==> src/rtl/rapid_pkg.sv <==
// Shared types and constants for the RAPID-X core.
// This file holds the MEM-stage control bundles, the fault and state encodings, and the funct3 legality helpers.
package rapid_pkg;

   localparam int XLEN = 32;

   localparam logic [2:0] F3_B  = 3'b000;
   localparam logic [2:0] F3_H  = 3'b001;
   localparam logic [2:0] F3_W  = 3'b010;
   localparam logic [2:0] F3_BU = 3'b100;
   localparam logic [2:0] F3_HU = 3'b101;

   typedef struct packed {
      logic       mem;
      logic       iop;
      logic [2:0] fcs_opcode;
      logic [4:0] rd;
   } control_mem_s;

   typedef struct packed {
      logic [4:0] rd;
      logic       wen;
   } control_wb_s;

   typedef enum logic [1:0] {NONE, MISALIGNED, ILLEGAL, TIMEOUT} mem_fault_e;

   typedef enum logic [1:0] {IDLE, REQ, RESP} mem_state_e;

   function automatic logic f3_legal(input logic is_store, input logic [2:0] f3);
      if (is_store) return (f3 == F3_B) || (f3 == F3_H) || (f3 == F3_W);
      return (f3 == F3_B) || (f3 == F3_H) || (f3 == F3_W) || (f3 == F3_BU) || (f3 == F3_HU);
   endfunction

   // The unsigned variants share their size with the signed ones, so only the low two bits of funct3 matter here.
   function automatic logic is_misaligned(input logic [2:0] f3, input logic [1:0] addr_lo);
      case (f3[1:0])
         2'b01:   return addr_lo[0];
         2'b10:   return addr_lo != 2'b00;
         default: return 1'b0;
      endcase
   endfunction

endpackage

==> src/rtl/load_align_extend.sv <==
// Load data alignment: the selected byte or halfword is moved down to bit 0.
// The result is then sign- or zero-extended according to funct3.
module load_align_extend
   import rapid_pkg::*;
(
   input  logic [XLEN-1:0] i_rdata,
   input  logic [1:0]      i_addr_lo,
   input  logic [2:0]      i_funct3,
   output logic [XLEN-1:0] o_result
);

   logic [XLEN-1:0] shifted;

   always_comb begin
      shifted  = i_rdata >> {i_addr_lo, 3'b000};
      o_result = shifted;
      case (i_funct3)
         F3_B:    o_result = {{24{shifted[7]}}, shifted[7:0]};
         F3_H:    o_result = {{16{shifted[15]}}, shifted[15:0]};
         F3_BU:   o_result = {24'd0, shifted[7:0]};
         F3_HU:   o_result = {16'd0, shifted[15:0]};
         default: o_result = shifted;
      endcase
   end

endmodule

==> src/rtl/mem_access_stage.sv <==
// RAPID-X MEM stage: runs loads and stores over the req/gnt/rvalid data port.
// Every result, including faults and non-memory pass-through, reaches writeback as a one-cycle registered pulse.
module mem_access_stage
   import rapid_pkg::*;
#(
   parameter int TIMEOUT_CYCLES = 255
) (
   input  logic              i_clk,
   input  logic              i_rst_n,
   input  logic              i_valid,
   output logic              o_ready,
   input  control_mem_s      i_control_signal,
   input  logic [XLEN-1:0]   i_rd_output,
   input  logic [XLEN-1:0]   i_memory_data,
   output logic              o_dmem_req,
   output logic              o_dmem_we,
   output logic [3:0]        o_dmem_be,
   output logic [XLEN-1:0]   o_dmem_addr,
   output logic [XLEN-1:0]   o_dmem_wdata,
   input  logic              i_dmem_gnt,
   input  logic              i_dmem_rvalid,
   input  logic [XLEN-1:0]   i_dmem_rdata,
   output logic              o_wb_valid,
   output logic [4:0]        o_wb_rd,
   output logic              o_wb_wen,
   output logic [XLEN-1:0]   o_wb_data,
   output logic              o_fault,
   output mem_fault_e        o_fault_cause
);

   localparam int               CNT_W = $clog2(TIMEOUT_CYCLES + 1);
   localparam logic [CNT_W-1:0] LIMIT = CNT_W'(TIMEOUT_CYCLES - 1);

   mem_state_e        state_q, state_d;
   logic [CNT_W-1:0]  cnt_q, cnt_d;
   logic              iop_q, iop_d;
   logic [2:0]        f3_q, f3_d;
   logic [1:0]        addr_lo_q, addr_lo_d;
   logic              req_q, req_d;
   logic              we_q, we_d;
   logic [3:0]        be_q, be_d;
   logic [XLEN-1:0]   addr_q, addr_d;
   logic [XLEN-1:0]   wdata_q, wdata_d;
   logic              wb_valid_q, wb_valid_d;
   control_wb_s       wb_q, wb_d;
   logic [XLEN-1:0]   wb_data_q, wb_data_d;
   logic              fault_q, fault_d;
   mem_fault_e        cause_q, cause_d;

   logic [XLEN-1:0]   load_result;
   logic              accept;
   logic              expired;

   load_align_extend u_align (
      .i_rdata   (i_dmem_rdata),
      .i_addr_lo (addr_lo_q),
      .i_funct3  (f3_q),
      .o_result  (load_result)
   );

   assign accept  = i_valid && (state_q == IDLE);
   assign expired = (cnt_q == LIMIT);

   always_comb begin
      state_d    = state_q;
      cnt_d      = cnt_q;
      iop_d      = iop_q;
      f3_d       = f3_q;
      addr_lo_d  = addr_lo_q;
      req_d      = req_q;
      we_d       = we_q;
      be_d       = be_q;
      addr_d     = addr_q;
      wdata_d    = wdata_q;
      wb_valid_d = 1'b0;
      wb_d       = '{rd: wb_q.rd, wen: 1'b0};
      wb_data_d  = wb_data_q;
      fault_d    = 1'b0;
      cause_d    = NONE;

      case (state_q)
         IDLE: begin
            if (accept) begin
               iop_d     = i_control_signal.iop;
               f3_d      = i_control_signal.fcs_opcode;
               addr_lo_d = i_rd_output[1:0];
               wb_d.rd   = i_control_signal.rd;
               wb_data_d = i_rd_output;
               if (!i_control_signal.mem) begin
                  wb_valid_d = 1'b1;
                  wb_d.wen   = (i_control_signal.rd != 5'd0);
               end else if (!f3_legal(i_control_signal.iop, i_control_signal.fcs_opcode)) begin
                  wb_valid_d = 1'b1;
                  fault_d    = 1'b1;
                  cause_d    = ILLEGAL;
               end else if (is_misaligned(i_control_signal.fcs_opcode, i_rd_output[1:0])) begin
                  wb_valid_d = 1'b1;
                  fault_d    = 1'b1;
                  cause_d    = MISALIGNED;
               end else begin
                  state_d = REQ;
                  cnt_d   = '0;
                  req_d   = 1'b1;
                  we_d    = i_control_signal.iop;
                  addr_d  = {i_rd_output[XLEN-1:2], 2'b00};
                  case (i_control_signal.fcs_opcode[1:0])
                     2'b00: begin
                        be_d    = 4'b0001 << i_rd_output[1:0];
                        wdata_d = {4{i_memory_data[7:0]}};
                     end
                     2'b01: begin
                        be_d    = 4'b0011 << {i_rd_output[1], 1'b0};
                        wdata_d = {2{i_memory_data[15:0]}};
                     end
                     default: begin
                        be_d    = 4'b1111;
                        wdata_d = i_memory_data;
                     end
                  endcase
               end
            end
         end
         REQ: begin
            if (i_dmem_gnt) begin
               req_d = 1'b0;
               cnt_d = '0;
               if (iop_q) begin
                  state_d    = IDLE;
                  wb_valid_d = 1'b1;
               end else begin
                  state_d = RESP;
               end
            end else if (expired) begin
               req_d      = 1'b0;
               state_d    = IDLE;
               wb_valid_d = 1'b1;
               fault_d    = 1'b1;
               cause_d    = TIMEOUT;
            end else begin
               cnt_d = cnt_q + CNT_W'(1);
            end
         end
         RESP: begin
            if (i_dmem_rvalid) begin
               state_d    = IDLE;
               wb_valid_d = 1'b1;
               wb_data_d  = load_result;
               wb_d.wen   = (wb_q.rd != 5'd0);
            end else if (expired) begin
               state_d    = IDLE;
               wb_valid_d = 1'b1;
               fault_d    = 1'b1;
               cause_d    = TIMEOUT;
            end else begin
               cnt_d = cnt_q + CNT_W'(1);
            end
         end
         default: state_d = IDLE;
      endcase
   end

   always_ff @(posedge i_clk or negedge i_rst_n) begin
      if (!i_rst_n) begin
         state_q    <= IDLE;
         cnt_q      <= '0;
         iop_q      <= 1'b0;
         f3_q       <= 3'd0;
         addr_lo_q  <= 2'd0;
         req_q      <= 1'b0;
         we_q       <= 1'b0;
         be_q       <= 4'd0;
         addr_q     <= '0;
         wdata_q    <= '0;
         wb_valid_q <= 1'b0;
         wb_q       <= '0;
         wb_data_q  <= '0;
         fault_q    <= 1'b0;
         cause_q    <= NONE;
      end else begin
         state_q    <= state_d;
         cnt_q      <= cnt_d;
         iop_q      <= iop_d;
         f3_q       <= f3_d;
         addr_lo_q  <= addr_lo_d;
         req_q      <= req_d;
         we_q       <= we_d;
         be_q       <= be_d;
         addr_q     <= addr_d;
         wdata_q    <= wdata_d;
         wb_valid_q <= wb_valid_d;
         wb_q       <= wb_d;
         wb_data_q  <= wb_data_d;
         fault_q    <= fault_d;
         cause_q    <= cause_d;
      end
   end

   assign o_ready       = (state_q == IDLE);
   assign o_dmem_req    = req_q;
   assign o_dmem_we     = we_q;
   assign o_dmem_be     = be_q;
   assign o_dmem_addr   = addr_q;
   assign o_dmem_wdata  = wdata_q;
   assign o_wb_valid    = wb_valid_q;
   assign o_wb_rd       = wb_q.rd;
   assign o_wb_wen      = wb_q.wen;
   assign o_wb_data     = wb_data_q;
   assign o_fault       = fault_q;
   assign o_fault_cause = cause_q;

endmodule

==> config.mk <==
export PLATFORM = sky130hd
export DESIGN_NAME = mem_access_stage
export DESIGN_NICKNAME = d
export VERILOG_FILES = /design/src/rtl/rapid_pkg.sv /design/src/rtl/load_align_extend.sv /design/src/rtl/mem_access_stage.sv
export SDC_FILE = /design/constraint.sdc
export NUM_CORES = 1
export LEC_CHECK = 0
export CAP_MARGIN = 10
export CORE_MARGIN = 2
export CORE_UTILIZATION = 50
export DETAILED_ROUTE_END_ITERATION = 16
export PLACE_DENSITY = 0.84
export REMOVE_ABC_BUFFERS = 1
export SLEW_MARGIN = 20
export SYNTH_ARGS = -nofsm -noshare
export SYNTH_HDL_FRONTEND = slang
export SYNTH_SLANG_ARGS = --single-unit
export TNS_END_PERCENT = 5
==> constraint.sdc <==
create_clock -name i_clk -period 4.7 [get_ports i_clk]
set_clock_uncertainty 0.2 [all_clocks]
set_input_delay 0.705 -clock i_clk [delete_from_list [all_inputs] [get_ports i_clk]]
set_output_delay 0.705 -clock i_clk [all_outputs]
set_load 0.01 [all_outputs]
==> results.json <==
{
  "status": "complete, no violations",
  "grt_pass1_wl_mm": 31.3,
  "irDropWorstVdd_mv": 0.335,
  "drt-total-wl_mm": 19.5,
  "cts_root_buf": "clkbuf_16",
  "hold_path_class": "input pin to async pin",
  "synth_edf_count": 0,
  "fin_crit_ns": 3.17,
  "clk_path_buf_depth": 2,
  "post_cts_resized": 0,
  "vias": 5642,
  "cts_hold_buf": 0,
  "synthCells": 586,
  "cp-start-kind": "input pin",
  "dp_hpwl_mm": 14.2,
  "clkLatencyLatePin_ns": 0.41,
  "p_seq_frac": 0.329,
  "path_class": "input pin to register",
  "drv_cap": 0,
  "ys.flop_type": "dfrtp_1",
  "first_iter_violations": 653,
  "r2r_cells": 7,
  "final_area_mm2": 0.00941,
  "power.density_mw_per_mm2": 633,
  "worstSetupEndpointType": "register",
  "swShare": 0.344,
  "hold_violations": 0,
  "p_clk_frac": 0.217,
  "coreArea_mm2": 0.0127,
  "placed_area_mm2": 0.00882,
  "cts_buffers": 17,
  "grt_overflow_total": 0,
  "crit_fanout": 44,
  "post_drt_wl_per_cell_um": 19.9,
  "viasPerCell": 5.75,
  "drv_slew": 0,
  "cts.clk_slew.worst_paths_ns": 0.05,
  "drtPass1Iterations": 6,
  "clock-sinks": 126,
  "relSlewSlack": 0.290,
  "grt_usage": 0.285,
  "fin_total_pwr_mw": 5.95,
  "regArea_mm2": 0.00315,
  "start_util": 0.515,
  "r2r-start": "state_q[0]",
  "drc": 0,
  "num_io_pins": 224,
  "async_flop_share": 1.00,
  "yosysWarnings": 0,
  "p_int_mw": 3.91,
  "diodes": 0,
  "grt_setup_unrepaired": "no",
  "tritoncts": "yes",
  "p_comb_frac": 0.454,
  "ys_seq_elements": 126,
  "cts_setup_buffers": 0,
  "cp.required_ns": 4.80,
  "die_width_um": 118,
  "finish.utilization": 0.743,
  "htree_levels": 4,
  "die_area_mm2": 0.0140,
  "crit_arrival_ns": 3.26,
  "p_switching_mw": 2.05,
  "fill_cells": 877,
  "antenna_found_initial": 0,
  "syn2layout_area_growth_pct": 44.2,
  "synth_area_per_cell_um2": 11.1,
  "final_nets": 917,
  "multiInputGateArea_mm2": 0.00315,
  "drive_gt1_frac": 0.182,
  "seq_area_frac_synth": 0.483,
  "fmax_ghz": 0.315,
  "drtAntennaViolNets": 0,
  "rrSetupSlack_ns": 1.67,
  "gp_congestion": 1.02,
  "tns_ns": 0,
  "yosysUniqueCellTypes": 63,
  "finalSetupViolations": 0,
  "p_leak_nw": 3.87,
  "grt_max_degree": 58,
  "fin_crit_sh": 0.674,
  "die_h_um": 118,
  "core.rowCount": 41,
  "rr_endpoint": "o_wb_data[31]",
  "place.port_buffers": 221,
  "syn-cell-area_mm2": 0.00652,
  "worst_pin_slew_ns": 1.06,
  "grt_pass1_vias": 5832
}
## logic make-up (layout without fill, tap and decap cells)
family | after synthesis | after routing | share of synthesized area
and+or+nand+nor | 140 | 140 | 0.110
AOI/OAI and AO/OA | 137 | 137 | 0.140
DFF | 126 | 126 | 0.483
muxes | 124 | 124 | 0.210
buffers and inverters | 48 | 270 | 0.0376
adders and majority gates | 10 | 10 | 0.0192
other | 1 | 2 | 0.000575
## critical path: stages
cell and delay [ns]:
clkdlybuf4s50_1 0.40, buf_4 0.19, inv_1 0.11, ha_1 0.24, o21bai_1 0.11, a21o_1 0.34, nor3_4 0.23, buf_4 0.49
mux2_2 0.40
## cell usage after synthesis (5+ instances only)
master,count,share of area
a21oi_1,36,0.028
a22o_1,8,0.011
a22oi_1,9,0.010
a31oi_1,5,0.0048
buf_2,10,0.0077
buf_6,5,0.0086
clkbuf_1,19,0.011
dfrtp_1,126,0.48
ha_1,10,0.019
inv_1,8,0.0046
mux2_2,92,0.16
mux2i_1,31,0.048
nand2_1,52,0.030
nand2b_1,5,0.0048
nand3_1,6,0.0046
nor2_1,21,0.012
nor2b_1,7,0.0067
o21ai_0,34,0.026
o22ai_1,6,0.0058
o2bb2ai_1,8,0.011
or3_1,24,0.023
## layout by cell type (no fill, tap or decap), drive strengths merged, types with 5 or more instances in the layout
master,netlist,routed
a21oi,37,37
buf,21,10
nor2,21,21
a22oi,9,9
mux2i,31,31
nand2,52,52
clkbuf,19,20
inv,8,8
nand3,7,7
mux2,92,92
ha,10,10
o21ai,35,35
a31oi,5,5
dfrtp,126,126
nand2b,5,5
nor2b,7,7
o22ai,6,6
clkinv,0,7
o2bb2ai,8,8
clkdlybuf4s50,0,220
or3,24,24
a22o,8,8
## through the flow
step	worst slack [ns]	hold slack, ns	instances
global route	1.36	0.188	981
global placement	1.25	0.289	949
floorplan	-0.493	0.209	547
detailed placement	1.13	0.295	949
CTS	1.54	0.172	981
finish	1.53	0.136	981
## per-layer routing
layer,wire length (um),global-route usage,vias to the layer above
met3,1990,0.0994,35
met4,389,0.104,0
met5,0,0,-
met1,7630,0.340,2723
li1,-,-,2558
met2,9540,0.475,326
## state kept, by name, indices dropped and copies added (netlist names)
name	count
o_dmem_wdata	32
o_wb_wen	1
o_fault_cause	2
o_dmem_req	1
state_q	2
o_wb_rd	5
o_fault	1
cnt_q	8
f3_q	3
o_wb_valid	1
iop_q	1
o_wb_data	32
o_dmem_we	1
addr_lo_q	2
o_dmem_addr	30
o_dmem_be	4
## power groups by stage
stage | clock network, mW | registers [mW] | logic, mW
after floorplan | 0 | 2.12 | 1.05
after global placement | 0 | 1.93 | 2.63
after detailed placement | 0 | 1.96 | 2.69
after CTS | 1.31 | 1.96 | 2.71
after global routing | 1.37 | 2.02 | 2.88
final | 1.29 | 1.96 | 2.70
## cell type report
class | count | area share
flip-flops and latches | 126 | 0.335
multi-input cells | 413 | 0.335
clock inverters | 12 | 0.0125
inverters | 8 | 0.00319
well taps | 172 | 0.0229
clock buffers | 20 | 0.0496
repair buffers | 230 | 0.242
## worst max-delay path by stage
stage | start | endpoint | slack, ns
3_5_place_dp | i_control_signal[6] | o_dmem_addr[16] | 1.13
3_3_place_gp | i_control_signal[6] | o_dmem_addr[22] | 1.25
5_1_grt | i_control_signal[6] | o_dmem_addr[16] | 1.36
6_report | i_control_signal[6] | o_dmem_addr[16] | 1.53
4_1_cts | i_control_signal[6] | o_dmem_addr[16] | 1.54
2_1_floorplan | i_control_signal[5] | o_dmem_addr[10] | -0.49
Power figures use the tool's default switching activity.
